### src/rtl/dtc_inverse_search.sv
// Inverse-lookup sweep: drives every classifier input once, scores each output by
// Hamming distance to a latched target, and reports the closest (lowest-index) match.
module dtc_inverse_search #(
    parameter int IN_W   = 8,
    parameter int OUT_W  = 63,
    parameter int DIST_W = 6
) (
    input  logic              clk,
    input  logic              rst_n,
    input  logic              start,
    input  logic [OUT_W-1:0]  target,
    output logic [IN_W-1:0]   cls_inp,
    input  logic [OUT_W-1:0]  cls_outp,
    output logic              busy,
    output logic              done,
    output logic [IN_W-1:0]   best_inp,
    output logic [DIST_W-1:0] best_dist,
    output logic              exact,
    output logic [IN_W:0]     match_count
);

    typedef enum logic [1:0] {IDLE, SCAN, DRAIN, DONE} state_t;

    state_t              state, state_nxt;
    logic [IN_W-1:0]     idx;
    logic                accept;
    logic                last;

    logic [OUT_W-1:0]    target_q;
    logic [OUT_W-1:0]    diff_p1;
    logic [IN_W-1:0]     tag_p1;
    logic                vld_p1;
    logic [DIST_W-1:0]   dist_p1;

    function automatic logic [DIST_W-1:0] popcount(input logic [OUT_W-1:0] v);
        logic [DIST_W-1:0] c;
        c = '0;
        for (int i = 0; i < OUT_W; i++) begin
            c = c + DIST_W'(v[i]);
        end
        return c;
    endfunction

    assign accept  = start && ((state == IDLE) || (state == DONE));
    assign last    = (idx == {IN_W{1'b1}});
    assign cls_inp = idx;
    assign busy    = (state == SCAN) || (state == DRAIN);
    assign dist_p1 = popcount(diff_p1);

    always_ff @(posedge clk or negedge rst_n) begin
        if (!rst_n) begin
            state <= IDLE;
        end else begin
            state <= state_nxt;
        end
    end

    always_comb begin
        state_nxt = state;
        case (state)
            IDLE:    if (start) state_nxt = SCAN;
            SCAN:    if (last)  state_nxt = DRAIN;
            DRAIN:   state_nxt = DONE;
            DONE:    if (start) state_nxt = SCAN;
            default: state_nxt = IDLE;
        endcase
    end

    // stage 1: capture the classifier response for the current input
    always_ff @(posedge clk) begin
        if (accept) begin
            target_q <= target;
        end
        diff_p1 <= cls_outp ^ target_q;
        tag_p1  <= idx;
    end

    // stage 2: score the captured response and update the running best
    always_ff @(posedge clk or negedge rst_n) begin
        if (!rst_n) begin
            idx         <= '0;
            vld_p1      <= 1'b0;
            done        <= 1'b0;
            best_inp    <= '0;
            best_dist   <= DIST_W'(OUT_W);
            exact       <= 1'b0;
            match_count <= '0;
        end else begin
            vld_p1 <= (state == SCAN);
            done   <= (state == DRAIN);
            if (accept) begin
                idx         <= '0;
                best_inp    <= '0;
                best_dist   <= DIST_W'(OUT_W);
                exact       <= 1'b0;
                match_count <= '0;
            end else begin
                if ((state == SCAN) && !last) begin
                    idx <= idx + IN_W'(1);
                end
                if (vld_p1) begin
                    // strict less-than keeps the lowest index on ties
                    if (dist_p1 < best_dist) begin
                        best_dist <= dist_p1;
                        best_inp  <= tag_p1;
                        exact     <= (dist_p1 == '0);
                    end
                    if (dist_p1 == '0) begin
                        match_count <= match_count + (IN_W + 1)'(1);
                    end
                end
            end
        end
    end

endmodule
### config.mk
export PLATFORM = sky130hd
export DESIGN_NAME = dtc_inverse_search
export DESIGN_NICKNAME = d
export VERILOG_FILES = /design/src/rtl/dtc_inverse_search.sv
export SDC_FILE = /design/constraint.sdc
export NUM_CORES = 1
export LEC_CHECK = 0
export ABC_CLOCK_PERIOD_IN_PS = 7100
export CAP_MARGIN = 30
export CORE_AREA = 2 2 132 134
export CTS_CLUSTER_DIAMETER = 200
export DETAILED_ROUTE_END_ITERATION = 6
export DIE_AREA = 0 0 134 136
export PLACE_DENSITY_LB_ADDON = 0.2
export SLEW_MARGIN = 20
export SYNTH_ARGS = -nofsm -noshare
export SYNTH_HDL_FRONTEND = slang
export SYNTH_SLANG_ARGS = --single-unit
### constraint.sdc
create_clock -name clk -period 7.1 [get_ports clk]
set_clock_uncertainty 0.05 [all_clocks]
set_input_delay 0.71 -clock clk [delete_from_list [all_inputs] [get_ports clk]]
set_output_delay 0.71 -clock clk [all_outputs]
set_load 0.01 [all_outputs]
# Word-level counts from Yosys, hierarchy flattened
# Cells that the tools add are included.
# totals
register_bits,170
inputBits,129
output_inout_bits,34
elab_cells,115
# classes
add_sub_neg,64
order_cmp,1
n_eq_ne,6
muxes,17
n_bitwise,1
n_reduce_logical,15
# ops
op,n
$add A6 B1 Y6,57
$xor A63 B63 Y63,1
$mux W8,5
$mux W9,3
$mux W6,3
$add A9 B1 Y9 const B,1
$add A8 B1 Y8 const B,1
$eq A8 B8 Y1 const B,1
$reduce_bool A2 Y1,4
$add A5 B1 Y6,1
$logic_not A6 Y1,1
$lt A6 B6 Y1,1
$pmux W2 S3,1
$reduce_and A2 Y1,3
$add A4 B1 Y5,1
$add A3 B1 Y4,1
$eq A2 B2 Y1 const B,2
$mux W2,2
$add A2 B1 Y3,1
$mux W1,3
$add A1 B1 Y2,1
$eq A2 B1 Y1 const B,1
$logic_and A1 B1 Y1,2
$logic_not A2 Y1,1
other kinds (5),6

# Depth between registers and ports, before layout
# depth
ltp_word,66
depth_mapped,27
depth_no_buf,24

# Worst setup path before layout
# OpenSTA, ideal clock, no wires.
# synth_path
path_kind,register to register
startpoint,reg diff_p1[35]
endpoint,reg best_inp[4]
setup_ns,0.253
arrival_time_ns,6.923
required_time_ns,6.797
path_slack_ns,-0.126
path_stages_with_launch,28
n_path_buf,3
period_less_slack_ns,7.226
path_cell_list,dfxtp_1 inv_1 fa_1 inv_1 fa_1 fa_1 inv_1 fa_1 inv_1 fa_1 fa_1 fa_1 inv_1 fa_1 inv_1 ha_1 a211oi_2 nor4b_1 nor3_4 inv_2 buf_2 ha_1 nand3_1 or3_1 clkbuf_1 clkbuf_1 nand3_1 a21oi_1
# synth_via
elab_chain_len,31
# synth_lines
item,line,rtl
from (decl),30,logic [OUT_W-1:0] diff_p1;
from (signal assigned),74,diff_p1 <= cls_outp ^ target_q;
$add A6 B1 Y6 (28 in a row),39,c = c + DIST_W'(v[i]);
$lt A6 B6 Y1,103,if (dist_p1 < best_dist) begin
$reduce_bool A2 Y1 (no line),-,
$reduce_and A2 Y1 (no line),-,
to (signal assigned),105,best_inp <= tag_p1;
to (decl),16,"output logic [IN_W-1:0] best_inp,"
# Every way passes these cells.
# A chain may end at the register's enable or synchronous reset.

# Final worst setup path
# layout_path
startpoint,reg diff_p1[17]
endpoint,reg best_dist[4]
# layout_via
elab_chain_len,49
elab_cells_between_ends,52
cone_classes,add/sub (46); order compare (1); mux (3); reduce/logical (2)
# layout_lines
item,line,rtl
$add A6 B1 Y6 (*) (46 in a row),39,
$lt A6 B6 Y1 or $mux W6 (tied branches),103,
$reduce_bool A2 Y1 (no line) or $mux W6 (tied branches),-,
$reduce_and A2 Y1 (no line) or $mux W6 (tied branches),-,
to (signal assigned),85,best_dist <= DIST_W'(OUT_W);
to (signal assigned),94,best_dist <= DIST_W'(OUT_W);
to (signal assigned),104,best_dist <= dist_p1;
to (decl),17,"output logic [DIST_W-1:0] best_dist,"
# Mark *: on every way between the ends. The rest lies on a longest branch, timed or not. The select of a mux whose other input is x is not followed.

==> impl_results.md <==
* Setup crit start: diff_p1[17]
* I/O Buffers at 162
* Slowest stage delay, CP at 0.57 ns
* Post-synthesis mux area share at 0.1327%
* Post-synth EDFFs at 63
* Remaining DRCs at 0
* Placer Congestion at 0.8555
* Max-cap violations at 0
* CP top delay family: adder cells
* Initial core utilization at 44.69%
* Crit Reg-Reg Endpoint: best_dist[4]
* DR pass1 iterations at 4
* Reg-to-reg slack, setup at 0.08 ns
* GRT overflow at 0
* DR WL/cell at 14.07 microns
* Clock tree buffer depth at 2
* Reg2Reg Depth at 23
* Crit path required time at 7.39 ns
* Crit-path cells: fa_1 -> inv_1 -> fa_1 -> inv_2 -> fa_1 -> inv_1 -> fa_1 -> fa_1 -> fa_1 -> fa_1 -> fa_1 -> inv_2 -> fa_2 -> inv_2 -> fa_2 -> nor2b_1 -> o21a_1 -> nor2_2 -> xnor2_2 -> ha_1 -> nand3_2 -> or3_4 -> a311o_1
* Synth cell types at 49
* Initial antenna violation count at 1
* Crit start category: flop
* Register area at 0.004223 sq mm
* Fin crit share at 98.88%
* Slew Viols, Final at 0
* M3 GR Usage at 4.512%
* Met2 usage at 29.66%
* Multi-input gate area at 0.002984 sq mm
* Avg Inst Size Synth at 12.83 sq um
* FFs w/ async S/R, synth at 21.18%
* H-tree levels at 4
* Largest net degree at the start of global routing at 62
* Final hold violations at 0
* Die X-Extent at 134 microns
* Placed standard-cell area at 0.009489 sq mm
* Status: complete, no violations
* CP bufs+invs at 5
* Met1 Resource Use GR at 19.65%
* Ys flop type: dfxtp_1
* Die ar. at 0.01822 sq mm
* Root buffer cell: clkbuf_16
* Final WS setup at 0.07969 ns
* Num CTS Buffers at 17
* Core area at 0.01688 sq mm
* Area grow syn2layout at 36.63%
* First-pass GRT wire length at 23480 microns
* FILL cells at 1320
* Flops & latches, synth at 170
* Clock sink count at 170
* Gr usage total at 16.69%
* Die height at 136 microns
* CTS tree: built
* First DRT Iteration DRCs at 222
* Max Clock Freq at 142.4 MHz
* Post-synthesis xor/xnor area fraction at 8.245%
* Fraction of layout cells with a size suffix above 1 at 11.01%
* RSZ-0062 raised after global routing: true
* Clock latency on the worst-skew pair at 0.42 ns
* Io pins at 163
* Dpl ws at -0.04750 ns
* Worst Setup EP: best_dist[4]
* Post-synthesis simple-gate area fraction at 6.038%
* Compound-cell area share of the yosys netlist at 5.607%
* Most used cell, CP: fa_1
* Worst Setup End Kind: flop
* HP Class: reg2reg
* Worst slew pin tran at 0.7764 ns
* Vias in the first global route at 5080
* Ys Warns at 0
* Remaining antenna violation count at 0
* Post-DP HPWL at 10590 microns
* Nets at 981
* Adder-Cell Fraction of Synth Area at 17.72%
* Vias per std cell at 4.665
* Total wire length at 14280 microns
* Via total after detailed routing at 4735
* Mapped Nets at 792
* Critical path arrival at 7.31 ns
* Slowest CP cell: fa_1
* Crit Path Max Fanout at 7
* Post-layout min period at 7.020 ns
* Clock-pin slew of the registers on the worst-case setup and hold paths at 0.06 ns
* Post-synthesis sequential area ratio at 55.97%
* Crit path kind: reg2reg
* Netlist Area Pre-Place at 0.007542 sq mm
* Design Area, Final at 0.01030 sq mm
* RR Startpoint: diff_p1[17]
* Final setup viols at 0
* CP Depth at 23
* # diodes at 0
* # rows at 48
* Slew HR at 48.24%
* Mapped Cells at 588
* Largest family of logic cells by synthesized area: adder cells
* Gr busiest metal: met2
## state kept, by name (all words and copies together) (netlist names)
| register | cells |
|---|---|
| exact | 1 |
| vld_p1 | 1 |
| state | 2 |
| best_dist | 6 |
| done | 1 |
| target_q | 63 |
| match_count | 9 |
| best_inp | 8 |
| tag_p1 | 8 |
| diff_p1 | 63 |
| cls_inp | 8 |
## metrics by stage
step                std cells  TNS [ns]  utilization (%)  hold slack, ns
floorplan                 588         0                -          0.3644
global placement          973         0            56.23          0.3823
detailed placement        973  -0.04750            56.23          0.3848
CTS                      1005         0            59.93          0.3930
global route             1015    -1.025            61.06          0.4044
finish                   1015         0            61.06          0.3908
## synthesized netlist by cell type, drive strengths merged, types with 4 or more instances
cell	number	area, sq um
o21a	4	30.03
fa	53	1061
xor2	65	569.3
xnor2	6	52.55
or4	4	30.03
ha	22	275.3
nand2b	4	25.02
dfrtp	30	750.7
nor3	7	57.55
dfstp	6	157.7
edfxtp	63	1892
dfxtp	71	1421
inv	116	435.4
clkbuf	7	26.28
nor2	14	52.55
o31ai	4	30.03
nand3	23	115.1
nand4	6	37.54
nand2	12	45.04
o21ai	22	113.9
a21oi	18	90.09
## kinds of logic after synthesis
| family | after synthesis |
|---|---|
| flops | 170 |
| buf+inv | 126 |
| simple gates | 82 |
| fa+ha+maj | 75 |
| xor+xnor | 71 |
| compound gates | 63 |
| mux | 1 |
## worst min path at each step
stage	startpoint	end	slack, ns	depth (start not counted)
after floorplan	rst_n	best_inp[0]	0.36	0
after global placement	target_q[13]	diff_p1[13]	0.38	1
after detailed placement	target_q[49]	diff_p1[49]	0.38	1
after CTS	target_q[49]	diff_p1[49]	0.39	1
after global routing	tag_p1[4]	best_inp[4]	0.40	2
final	target_q[49]	diff_p1[49]	0.39	1
## routing by layer
metal	vias to the layer above	share of wire, %
met1	2294	40
met5	-	0
met2	138	53
met4	0	1.4
li1	2282	-
met3	21	5.8
## placed cells by master, fill, tap and decap left out, drive strengths merged, types with 2 or more instances in the layout
cell           instances
nand2                 12
o211ai                 2
o311ai                 3
or4                    4
clkbuf                25
ha                    22
xnor2                  6
inv                  119
fa                    53
o211a                  2
bufinv                 2
a211oi                 2
dfrtp                 30
xor2                  65
o21ai                 22
clkinv                 2
nand4b                 2
dfstp                  6
nand4                  6
nor2                  14
o31ai                  4
edfxtp                63
buf                   17
o21a                   4
nand2b                 4
nor3                   7
clkdlybuf4s50        162
or3                    4
nand3                 23
a21oi                 18
dfxtp                 71
o41ai                  2
## final cells by class
class / count / share of cell area, %
Sequential cell: 170 / 40.98
Clock buffer: 25 / 5.027
Clock inverter: 7 / 0.9835
Multi-Input combinational cell: 293 / 28.96
Timing Repair Buffer: 179 / 17.08
Tap cell: 225 / 2.732
Inverter: 116 / 4.237
## what timing repair did
action / 4_1_cts / 5_1_grt
pin swaps: 0 / 11
buffers inserted: 0 / 7
cloned: 0 / 3
setup endpoints to repair: 1 / 18
hold buffers: 0 / 0
gates resized for setup: 1 / 40
Power is left out: the tool's default activity adds up to more than one toggle a clock period on the data nets, which glitch-free logic cannot reach.
